[config.mk]
export PLATFORM = sky130hd
export DESIGN_NAME = trap_ctrl
export DESIGN_NICKNAME = d
export VERILOG_FILES = /design/src/rtl/trap_ctrl.sv
export SDC_FILE = /design/constraint.sdc
export NUM_CORES = 1
export LEC_CHECK = 0
export ABC_AREA = 1
export BUFFER_PORTS_ARGS = -buffer_cell sky130_fd_sc_hd__buf_2
export CORE_AREA = 2 2 199 201
export CTS_CLUSTER_DIAMETER = 50
export DETAILED_ROUTE_END_ITERATION = 8
export DIE_AREA = 0 0 201 203
export GPL_TIMING_DRIVEN = 0
export PLACE_DENSITY_LB_ADDON = 0.1
export REMOVE_ABC_BUFFERS = 1
export SLEW_MARGIN = 20
export SYNTH_ARGS = -nofsm -noshare
export SYNTH_HDL_FRONTEND = slang
export SYNTH_SLANG_ARGS = --single-unit
[constraint.sdc]
create_clock -name clk -period 2.1 [get_ports clk]
set_input_delay 0.315 -clock clk [delete_from_list [all_inputs] [get_ports clk]]
set_output_delay 0.315 -clock clk [all_outputs]
set_load 0.005 [all_outputs]
[src/rtl/trap_ctrl.sv]
// Machine-mode trap sequencer: arbitrates exceptions, interrupts and mret, then drives implicit CSR lanes.
// Optional macro TRAP_VECTORED_EN enables vectored interrupt targets when mtvec[1:0] == 2'b01.
module trap_ctrl #(
  parameter logic [1:0] RESET_MODE = 2'b11
) (
  input  logic         clk,
  input  logic         reset,
  input  logic         exc_valid,
  input  logic [4:0]   exc_cause,
  input  logic [31:0]  exc_pc,
  input  logic [31:0]  exc_tval,
  input  logic         mret_valid,
  input  logic         irq_ext,
  input  logic         irq_timer,
  input  logic         irq_sw,
  input  logic         irq_pc_valid,
  input  logic [31:0]  irq_pc,
  output logic [3:0]   impl_read_enable,
  output logic [47:0]  impl_addrs_r,
  input  logic [127:0] impl_csr,
  output logic [3:0]   impl_write_enable,
  output logic [47:0]  impl_addrs_w,
  output logic [127:0] impl_write_data,
  output logic [1:0]   mode,
  output logic         busy,
  output logic         flush,
  output logic         redirect_valid,
  output logic [31:0]  redirect_pc
);

  typedef enum logic [1:0] {IDLE, TRAP_WR, MRET_WR, REDIRECT} state_t;
  state_t state_q, state_d;

  logic [31:0] mstatus, mtvec, mie, mepc;
  assign mstatus = impl_csr[31:0];
  assign mtvec   = impl_csr[63:32];
  assign mie     = impl_csr[95:64];
  assign mepc    = impl_csr[127:96];

  assign impl_read_enable = 4'b1111;
  assign impl_addrs_r     = {12'h341, 12'h304, 12'h305, 12'h300};
  assign impl_addrs_w     = {12'h343, 12'h342, 12'h341, 12'h300};

  logic       irq_take;
  logic [3:0] irq_code;
  always_comb begin
    irq_take = 1'b0;
    irq_code = '0;
    if (irq_pc_valid && ((mode != 2'b11) || mstatus[3])) begin
      if (irq_ext && mie[11]) begin
        irq_take = 1'b1;
        irq_code = 4'd11;
      end else if (irq_sw && mie[3]) begin
        irq_take = 1'b1;
        irq_code = 4'd3;
      end else if (irq_timer && mie[7]) begin
        irq_take = 1'b1;
        irq_code = 4'd7;
      end
    end
  end

  logic take_exc, take_irq, take_mret;
  assign take_exc  = (state_q == IDLE) && exc_valid;
  assign take_irq  = (state_q == IDLE) && !exc_valid && irq_take;
  assign take_mret = (state_q == IDLE) && !exc_valid && !irq_take && mret_valid;

  logic [31:0] trap_base, trap_target;
  assign trap_base = {mtvec[31:2], 2'b00};
`ifdef TRAP_VECTORED_EN
  assign trap_target = (take_irq && mtvec[1:0] == 2'b01) ? trap_base + {26'b0, irq_code, 2'b00} : trap_base;
  logic unused_bits;
  assign unused_bits = ^{mie[31:12], mie[10:8], mie[6:4], mie[2:0], mepc[1:0], exc_pc[1:0], irq_pc[1:0]};
`else
  assign trap_target = trap_base;
  logic unused_bits;
  assign unused_bits = ^{mtvec[1:0], mie[31:12], mie[10:8], mie[6:4], mie[2:0], mepc[1:0], exc_pc[1:0], irq_pc[1:0]};
`endif

  // Target and resulting mode are captured at accept so later CSR changes cannot disturb them.
  logic [31:0] target_q;
  logic [1:0]  mode_next_q;

  always_comb begin
    state_d = state_q;
    case (state_q)
      IDLE: begin
        if (take_exc || take_irq) state_d = TRAP_WR;
        else if (take_mret)       state_d = MRET_WR;
      end
      TRAP_WR, MRET_WR: state_d = REDIRECT;
      default:          state_d = IDLE;
    endcase
  end

  logic         busy_d, flush_d, redirect_valid_d;
  logic [31:0]  redirect_pc_d, ms_trap, ms_mret;
  logic [3:0]   we_d;
  logic [127:0] wdata_d;
  always_comb begin
    ms_trap = {mstatus[31:13], mode, mstatus[10:8], mstatus[3], mstatus[6:4], 1'b0, mstatus[2:0]};
    ms_mret = {mstatus[31:13], 2'b11, mstatus[10:8], 1'b1, mstatus[6:4], mstatus[7], mstatus[2:0]};
    busy_d           = (state_d != IDLE);
    flush_d          = (state_d == TRAP_WR) || (state_d == MRET_WR);
    redirect_valid_d = (state_d == REDIRECT);
    redirect_pc_d    = (state_d == REDIRECT) ? target_q : '0;
    we_d             = '0;
    wdata_d          = '0;
    if (take_exc) begin
      we_d    = 4'b1111;
      wdata_d = {exc_tval, {27'b0, exc_cause}, {exc_pc[31:2], 2'b00}, ms_trap};
    end else if (take_irq) begin
      we_d    = 4'b1111;
      wdata_d = {32'b0, {1'b1, 27'b0, irq_code}, {irq_pc[31:2], 2'b00}, ms_trap};
    end else if (take_mret) begin
      we_d    = 4'b0001;
      wdata_d = {96'b0, ms_mret};
    end
  end

  always_ff @(posedge clk) begin
    if (reset) begin
      state_q           <= IDLE;
      mode              <= RESET_MODE;
      busy              <= 1'b0;
      flush             <= 1'b0;
      redirect_valid    <= 1'b0;
      redirect_pc       <= '0;
      impl_write_enable <= '0;
      impl_write_data   <= '0;
      target_q          <= '0;
      mode_next_q       <= RESET_MODE;
    end else begin
      state_q           <= state_d;
      busy              <= busy_d;
      flush             <= flush_d;
      redirect_valid    <= redirect_valid_d;
      redirect_pc       <= redirect_pc_d;
      impl_write_enable <= we_d;
      impl_write_data   <= wdata_d;
      if (take_exc || take_irq) begin
        target_q    <= trap_target;
        mode_next_q <= 2'b11;
      end else if (take_mret) begin
        target_q    <= {mepc[31:2], 2'b00};
        mode_next_q <= (mstatus[12:11] == 2'b10) ? 2'b00 : mstatus[12:11];
      end
      if (state_q == TRAP_WR || state_q == MRET_WR) mode <= mode_next_q;
    end
  end

endmodule
==> results of run 1 <==
## registers in the layout (all words and copies together), names as in the netlist
register           cells
impl_write_data      100
redirect_pc           30
target_q              30
impl_write_enable      2
mode                   2
mode_next_q            2
state_q                2
busy                   1
flush                  1
redirect_valid         1
## cell families (layout without fill, tap and decap cells)
family / count (synthesis) / in the layout / share of synthesized area
buf+inv: 337 / 544 / 0.261
compound gates: 72 / 72 / 0.0714
fa+ha+maj: 3 / 3 / 0.00532
simple gates: 281 / 281 / 0.177
flops: 171 / 171 / 0.485
other cells: 2 / 131 / 0.00106
## repair_timing
action / CTS / global route
endpoints found under the setup margin: 43 / 46
buffers inserted: 0 / 1
pin swaps: 0 / 2
gates resized for setup: 7 / 6
## report_power, final
| part | internal (W) | switching [W] | total (W) |
|---|---|---|---|
| combinational | 0.00101 | 0.00157 | 0.00258 |
| sequential | 0.00386 | 0.000151 | 0.00401 |
| clock | 0.00186 | 0.00134 | 0.00320 |
## Yosys cell counts, drive strengths merged
library cell,count,share of area
a21oi,2,0.0030
buf,154,0.16
clkbuf,10,0.0053
conb,2,0.0011
dfxtp,171,0.48
ha,3,0.0053
inv,173,0.092
nand2,110,0.060
nand3,6,0.0050
nand4,1,0.00089
nor2,163,0.11
nor3,1,0.0014
o211ai,32,0.041
o21ai,36,0.026
o22ai,2,0.0018
## how the worst max path moves through the flow
stage	cells past startpoint	end
after detailed placement	10	impl_write_data[6]
after CTS	14	flush
after floorplan	10	impl_write_data[0]
after global routing	14	flush
after global placement	4	impl_write_data[66]
final	14	flush
## through the flow
step / area [sq um] / instances / power (W)
after floorplan: 6350 / 830 / 0.00548
after global placement: 8690 / 1686 / 0.00665
after detailed placement: 8760 / 1688 / 0.00665
after CTS: 9350 / 1718 / 0.0100
after global routing: 9390 / 1720 / 0.0106
final: 9390 / 1720 / 0.00978
## layout make-up
type                            instances  area, sq um  share of cell area
Sequential cell                       171         3420               0.364
Multi-Input combinational cell        486         2330               0.248
Timing Repair Buffer                  341         1750               0.186
Inverter                              173          678              0.0722
Tap cell                              518          648              0.0690
Clock buffer                           23          448              0.0477
Clock inverter                          7          119              0.0127
Antenna cell                            1         2.50            0.000266
## worst min-delay path: cells and delay by family
kind,cells,cell delay [ns]
AND/OR/NAND/NOR,1,0.04
buffers and inverters,1,0.07
AO/OA/AOI/OAI,1,0.05
## placed cells by master (no fill, tap or decap)
cell type   netlist  layout
nand2_2           3       3
nand3_4           0       1
o22ai_1           2       2
clkinv_4          0       1
o21ai_0          36      36
inv_2             3       2
nand2_1         107     106
dfxtp_1         171     171
nand4_1           1       1
buf_2            15     338
inv_16            0       1
nor2_4           21      22
bufinv_16         0       3
inv_8             0       1
clkinv_2          0       1
diode_2           0       1
nand2_4           0       1
clkbuf_1         10       6
clkbuf_16         0      17
ha_4              0       2
nand3_2           1       1
a21oi_1           1       1
o211ai_1         22      22
nor2_2            2       2
ha_1              3       1
buf_12            0       1
buf_16            0       1
buf_4           132       1
nand3_1           5       4
o211ai_2         10      10
nor3_2            1       1
inv_6             0       1
nor2_1          140     139
clkinvlp_4        0       2
inv_1           169     168
conb_1            2     130
a21oi_4           1       1
## metal layers
| metal | share of wire | vias up | track usage |
|---|---|---|---|
| met2 | 0.51 | 284 | 0.188 |
| met3 | 0.076 | 30 | 0.0343 |
| met4 | 0.021 | 4 | 0.0402 |
| li1 | - | 2912 | - |
| met1 | 0.39 | 2503 | 0.116 |
| met5 | 0.0011 | - | 0 |
==> metrics, run 1 <==
Final Setup Violations 0; ANT nets after route 0; Synth-to-Final Area Change 33.0%; drt total wl 21.9 mm; f_max 0.527 GHz; # nets final 1430; Placeable Area 38500 sq um; largest net degree at the start of global routing 67; CTS max path bufs 2; DR iter-0 viols 154; Req. time, crit path 2.39 ns; average routed wire per standard cell 12.8 microns; Avg Inst Size Synth approximately 8 sq um; Peak VDD IR 472 uV; kind of critical path flip-flop to flip-flop; io pins 506; Min Hold Slack 0.0715 ns; worst slew pin tran 0.975 ns; Post-Syn Area slightly above 7000 sq um; Worst R2R Path Depth 14; CP Capture Type flip-flop; pre-CTS WS -0.481 ns; max_cap viols 0; port bufs 338; first-pass GRT wire length 31.8 mm; yosys warns 0; DRC 0; fill count approximately 4400; CTS tree done; Worst Setup Start Kind flip-flop; Die Y 203 microns; cells along the critical path inv_1 > ha_4 > inv_2 > nor2_2 > nand3_2 > nand2_4 > inv_16 > nand2_1 > nand2_1 > nand2_1 > nand2_2 > ha_4 > inv_1 > nor2_1; Worst Skew 0.00873 ns; die area 40800 sq um; Worst setup startpoint state_q[0]; H-tree Lvls 4; Worst Setup Slack, final 0.201 ns; GP Congestion 0.752; HP Start irq_pc[25]; outcome finished, final reports clean; vias in the first global route 5262; Sink Count 171; crit-path max FO 63; hold_buf cts 0; Final HPWL DP 16.4 mm; WP buf/inv 4; Seq cells post-synth 171; setup tns final 0 ns; final critical-path share of the clock period 0.904; Via-to-Cell Ratio 3.33; Total Routing Usage GR 0.105; CP Data Arrival Time 2.19 ns; unrepaired setup endpoints after global routing yes; Final Core Density 0.244; Skew-Pair Late Insertion Delay 0.44 ns; Cell variety after synth 26; Seq/Total Area, Yosys 0.485; die width around 200 microns; endpoint of the worst hold path impl_write_data[57]; Max Slew Vio Count 0; Starting Density 0.184; worst min path class input port to flip-flop; Num CTS Buffers 17; CP max stage delay 0.36 ns; std cell rows 72; reg2reg end flush; DRT Pass-1 Iters 4; Hold Crit Depth 3; worst reg-to-reg setup slack 0.20 ns; kind of cell adding the most delay to the critical path simple AND/OR/NAND/NOR gates; Root Driver clkbuf_16; R2R Path Start state_q[0]; slowest CP cell dfxtp_1; fin crit period 1.90 ns; Cell Pwr Density 1040 nW/um^2; endpoints failing hold 0; fraction of layout cells with a size suffix above 1 0.345; initial antenna violation count 5; Slew HR 0.350; grt total ovfl 0; Via Count 5733; Worst-path clk slew 0.07 ns; most frequent CP cell nand2_1; leak pwr 5.21 nW; Cells after Synth just under 900
No activity file was read; power rests on OpenSTA's default activity.
==> run 2, diff against run 1 <==
- CTS_BUF_LIST: unset -> sky130_fd_sc_hd__clkbuf_2
==> run 2 against run 1 <==
  * Hold slack better by 0.10 ns
  * Cell count increased by 12%
  * Critical endpoint is now impl_write_data[3]
  * Setup slack got worse by 0.019 ns
  * Sequential share of layout area is 5.5 points lower
  * First-iteration DRC count is 12% higher
  * Largest cell class is now buffers
  * Largest power group unchanged
  * Highest routed layer is now met4
  * Global-route usage grew 0.74 points
==> metrics, run 2 (same netlist as run 1, synthesis figures left out) <==
outcome finished, final reports clean (unchanged); Worst-path clk slew 0.23 ns (was 0.07 ns); Multi-input gate area 2350 sq um (was 2330 sq um); CTS tree done (unchanged); worst min path class input port to flip-flop (unchanged); DR iter-0 viols 173 (was 154); largest net degree at the start of global routing 67 (unchanged); CP max stage delay 0.55 ns (was 0.36 ns); fill count 4310 (was 4408); grt total ovfl 0 (unchanged); Slew HR 0.342 (was 0.350); Worst Setup Start Kind flip-flop (unchanged); std cell rows 72 (unchanged); Cell Area, Placed 8760 sq um (unchanged); Skew-Pair Late Insertion Delay 0.79 ns (was 0.44 ns); Met1 Wirelength 9.47 mm (was 8.66 mm); Final HPWL DP 16.4 mm (unchanged); Total Routing Usage GR 0.113 (was 0.105); most common cell after layout, fill and taps aside buf_2 (unchanged); Req. time, crit path 2.83 ns (was 2.39 ns); register cell area after layout 3420 sq um (about the same); crit-path max FO 4 (was 63); Top Layer Used met4 (was met5); average routed wire per standard cell 12.4 microns (was 12.8 microns); DRC 0 (unchanged); Via-to-Cell Ratio 3.38 (was 3.33); final critical-path share of the clock period 0.913 (was 0.904); slowest CP cell dlygate4sd3_1 (was dfxtp_1); fin crit period 1.92 ns (was 1.90 ns); Root Driver clkbuf_2 (was clkbuf_16); Max Slew Vio Count 0 (unchanged); kind of cell adding the most delay to the critical path buffers and inverters (was simple AND/OR/NAND/NOR gates); port bufs 338 (unchanged); fraction of layout cells with a size suffix above 1 0.302 (was 0.345); leak pwr 5.92 nW (was 5.21 nW); Starting Density 0.184 (unchanged); cells along the critical path inv_1 > ha_4 > inv_2 > nor2_4 > nand3_4 > nand2_8 > nor2_1 > nand2_1 > dlygate4sd3_1 > nor2_1 (was inv_1 > ha_4 > inv_2 > nor2_2 > nand3_2 > nand2_4 > inv_16 > nand2_1 > nand2_1 > nand2_1 > nand2_2 > ha_4 > inv_1 > nor2_1); most frequent CP cell nor2_1 (was nand2_1); WP buf/inv 3 (was 4); Num CTS Buffers 17 (unchanged); H-tree Lvls 4 (unchanged); max FFs per register 100 (unchanged); Via Count 6490 (was 5733); max_cap viols 0 (unchanged); pre-CTS WS -0.481 ns (unchanged); Peak VDD IR 305 uV (was 472 uV); Die Y 203 microns (unchanged); ANT nets after route 0 (unchanged); f_max 0.521 GHz (was 0.527 GHz); CTS max path bufs 2 (unchanged); biggest regs impl_write_data x100, redirect_pc x30, target_q x30 (unchanged); first-pass GRT wire length 35.0 mm (was 31.8 mm); Worst Setup Slack, final 0.182 ns (was 0.201 ns); kind of critical path flip-flop to flip-flop (unchanged); Min Hold Slack 0.172 ns (was 0.0715 ns); # nets final 1628 (was 1430); Placeable Area 38500 sq um (unchanged); initial antenna violation count 1 (was 5); Cell Pwr Density 800 nW/um^2 (was 1040 nW/um^2); routed wl met3 1.45 mm (was 1.66 mm); Final Setup Violations 0 (unchanged); die area 40800 sq um (unchanged); vias in the first global route 6301 (was 5262); Largest Register impl_write_data (unchanged); Final Core Density 0.288 (was 0.244); drt total wl 23.7 mm (was 21.9 mm); most frequent cells in the layout buf_2, dlygate4sd3_1, dfxtp_1 (was buf_2, dfxtp_1, inv_1); io pins 506 (unchanged); GP Congestion 0.752 (unchanged); Worst Skew 0.0366 ns (was 0.00873 ns); metal2 WL 12.3 mm (was 11.1 mm); Sink Count 171 (unchanged); unrepaired setup endpoints after global routing no (was yes); Synth-to-Final Area Change 56.9% (was 33.0%); DRT Pass-1 Iters 4 (unchanged); CP Data Arrival Time 2.65 ns (was 2.19 ns); worst slew pin tran 0.986 ns (was 0.975 ns); Finished Cell Area 11100 sq um (was 9390 sq um); CP Capture Type flip-flop (unchanged); endpoints failing hold 0 (unchanged); die width 201 microns (unchanged)
==> run 2: changes by cell type in the layout (fill, tap and decap cells not counted), moves of 2 or more <==
cell | before | now
dlygate4sd3_1 | 0 | 197
clkbuf_2 | 0 | 23
clkbuf_16 | 17 | 0
clkbuf_1 | 6 | 0
inv_8 | 1 | 3
==> run 2: worst register-to-register path, stage by stage, from the launching register on <==
cell	delay [ns]
dfxtp_1	0.41
inv_1	0.08
ha_4	0.18
inv_2	0.08
nor2_4	0.04
nand3_4	0.10
nand2_8	0.09
nor2_1	0.18
nand2_1	0.07
dlygate4sd3_1	0.55
nor2_1	0.08
==> run 2: layout make-up <==
| cell class | instances | share of cell area |
|---|---|---|
| Timing Repair Buffer | 538 | 0.336 |
| Sequential cell | 171 | 0.309 |
| Multi-Input combinational cell | 486 | 0.212 |
| Inverter | 173 | 0.0623 |
| Tap cell | 518 | 0.0585 |
| Clock inverter | 7 | 0.0107 |
| Clock buffer | 23 | 0.0104 |
| Timing Repair inverter | 1 | 0.00102 |
| Antenna cell | 1 | 0.000226 |
==> run 2: final timing paths <==
check / from / endpoint / slack, ns / cells past startpoint
hold / removal: reset / busy / 0.17 / 2
setup reg to reg: state_q[0] / impl_write_data[3] / 0.18 / 10
hold reg to reg: target_q[9] / redirect_pc[9] / 0.42 / 2
setup / recovery: state_q[0] / impl_write_data[3] / 0.18 / 10
==> run 2: through the flow <==
step | total power [W] | TNS [ns] | cells
6_report | 0.00886 | 0 | 1918
2_1_floorplan | 0.00548 | -3.08 | 830
5_1_grt | 0.00962 | 0 | 1918
4_1_cts | 0.00899 | 0 | 1915
3_5_place_dp | 0.00665 | -20.39 | 1688
3_3_place_gp | 0.00665 | -168.28 | 1686
==> run 2: power breakdown <==
group,total (W),switching (W),internal [W]
clock,0.00188,0.00120,0.000679
combinational,0.00297,0.00170,0.00127
sequential,0.00401,0.000153,0.00386
==> run 2: repair_timing <==
item	CTS	global route
gates cloned	0	1
hold buffers	197	0
endpoints found under the hold margin	132	0
gates resized for setup	9	9
pin swaps	0	2
setup endpoints to repair	64	31
setup buffers	0	1
==> run 2: routing by layer <==
| layer | vias up | GRT usage |
|---|---|---|
| met2 | 282 | 0.206 |
| met1 | 2879 | 0.124 |
| met5 | - | 0 |
| met4 | 0 | 0.0426 |
| li1 | 3306 | - |
| met3 | 23 | 0.0307 |
==> run 3, diff against run 2 <==
- RECOVER_POWER: unset -> 50
==> run 3 against run 2 <==
  * Critical path depth unchanged
  * Global-route usage is the same
  * Cell count is the same
  * First-iteration DRC count down 2.9%
  * Clock skew shrank 0.0023 ns
  * Critical endpoint unchanged
  * Design area shrank 1.1%
  * Clock-buffer cell count unchanged
  * Setup slack improved by 0.0025 ns
==> metrics, run 3 (same netlist as run 1, synthesis figures left out) <==
Worst Setup Start Kind flip-flop (unchanged); Via Count 6510 (was 6490); ANT nets after route 0 (unchanged); Cell Pwr Density 802 nW/um^2 (was 800 nW/um^2); most common cell after layout, fill and taps aside buf_2 (unchanged); Skew-Pair Late Insertion Delay 0.79 ns (about the same); Via-to-Cell Ratio 3.39 (was 3.38); Die Y 203 microns (unchanged); endpoints failing hold 0 (unchanged); Largest Register impl_write_data (unchanged); initial antenna violation count 1 (unchanged); Starting Density 0.184 (unchanged); crit-path max FO 4 (unchanged); worst slew pin tran 0.981 ns (was 0.986 ns); first-pass GRT wire length 35.0 mm (unchanged); R2R Path Start state_q[0] (unchanged); max_cap viols 0 (unchanged); Final HPWL DP 16.4 mm (unchanged); Sink Count 171 (unchanged); Final Setup Violations 0 (unchanged); CP Data Arrival Time 2.65 ns (about the same); outcome finished, final reports clean (unchanged); final critical-path share of the clock period 0.912 (was 0.913); Multi-input gate area 2340 sq um (was 2350 sq um); std cell rows 72 (unchanged); Slew HR 0.346 (was 0.342); DRC 0 (unchanged); Worst Setup Slack, final 0.185 ns (was 0.182 ns); DR iter-0 viols 168 (was 173); kind of critical path flip-flop to flip-flop (unchanged); die area 40800 sq um (unchanged); Min Hold Slack 0.164 ns (was 0.172 ns); most frequent cells in the layout buf_2, dlygate4sd3_1, dfxtp_1 (unchanged); Synth-to-Final Area Change 55.2% (was 56.9%); fill count 4352 (was 4310); Worst setup startpoint state_q[0] (unchanged); Req. time, crit path 2.84 ns (was 2.83 ns); unrepaired setup endpoints after global routing no (unchanged); Num CTS Buffers 17 (unchanged); grt total ovfl 0 (unchanged); max FFs per register 100 (unchanged); drt total wl 23.8 mm (was 23.7 mm); Total Routing Usage GR 0.113 (unchanged); f_max 0.522 GHz (was 0.521 GHz); CTS max path bufs 2 (unchanged); leak pwr 5.60 nW (was 5.92 nW); Max Slew Vio Count 0 (unchanged); Worst Skew 0.0343 ns (was 0.0366 ns); Root Driver clkbuf_2 (unchanged); average routed wire per standard cell 12.4 microns (about the same); # nets final 1628 (unchanged); fraction of layout cells with a size suffix above 1 0.248 (was 0.302); worst min path class input port to flip-flop (unchanged); io pins 506 (unchanged); Placeable Area 38500 sq um (unchanged); H-tree Lvls 4 (unchanged); die width 201 microns (unchanged); port bufs 338 (unchanged); fin crit period 1.92 ns (about the same); DRT Pass-1 Iters 4 (unchanged); CTS tree done (unchanged); HP Start reset (unchanged); register cell area after layout 3420 sq um (about the same); Worst-path clk slew 0.24 ns (was 0.23 ns); GP Congestion 0.752 (unchanged); Peak VDD IR 303 uV (was 305 uV); biggest regs impl_write_data x100, redirect_pc x30, target_q x30 (unchanged); vias in the first global route 6301 (unchanged); largest net degree at the start of global routing 67 (unchanged); pre-CTS WS -0.481 ns (unchanged); CP Capture Type flip-flop (unchanged)
[run 3: per-layer routing]
layer | track usage | vias to the layer above | wire length (microns)
met3 | 0.0307 | 20 | 1490
met2 | 0.206 | 282 | 12400
met5 | 0 | - | 0
li1 | - | 3307 | -
met1 | 0.124 | 2901 | 9500
met4 | 0.0426 | 0 | 404
[run 3: worst max-delay path, cell delays in order, from the launching register on]
cell	delay, ns
dfxtp_1	0.41
inv_1	0.08
ha_4	0.18
inv_2	0.08
nor2_4	0.04
nand3_4	0.10
nand2_8	0.09
nor2_1	0.18
nand2_1	0.07
dlygate4sd3_1	0.55
nor2_1	0.08
[run 3: worst paths after layout]
check | to | slack, ns | cells past startpoint
setup / recovery | impl_write_data[3] | 0.18 | 10
hold reg to reg | redirect_pc[9] | 0.42 | 2
hold / removal | busy | 0.16 | 2
setup reg to reg | impl_write_data[3] | 0.18 | 10
[run 3: area by class of cell]
type                    instances  share of cell area
multi-input cells             486               0.214
diodes                          1            0.000228
well taps                     518              0.0591
flip-flops and latches        171               0.312
clock inverters                 7              0.0108
inverters                     173              0.0630
clock buffers                  23              0.0105
repair buffers                538               0.330
repair inverters                1            0.000571
[run 3: through the flow]
stage               power [W]  std cells  TNS [ns]  cell area, sq um  utilization
floorplan             0.00548        830     -3.08              6350            -
CTS                   0.00899       1915         0             11000        0.286
finish                0.00879       1918         0             11000        0.285
detailed placement    0.00665       1688    -20.39              8760        0.228
global route          0.00954       1918         0             11000        0.285
global placement      0.00665       1686   -168.28              8690        0.226
[run 3: where the power goes]
group	total, W	leakage [nW]	internal [W]	switching, W
Clock	0.00188	0.146	0.000679	0.00120
Sequential	0.00402	1.40	0.00386	0.000162
Combinational	0.00289	4.06	0.00120	0.00169
Total	0.00879	5.60	0.00574	0.00306
[run 3: repair_timing]
action / CTS / global route
pin swaps: 0 / 2
hold buffers: 197 / 0
resized for setup: 9 / 9
gates cloned: 0 / 1
endpoints found under the setup margin: 64 / 31
setup buffers: 0 / 1
endpoints found under the hold margin: 132 / 0
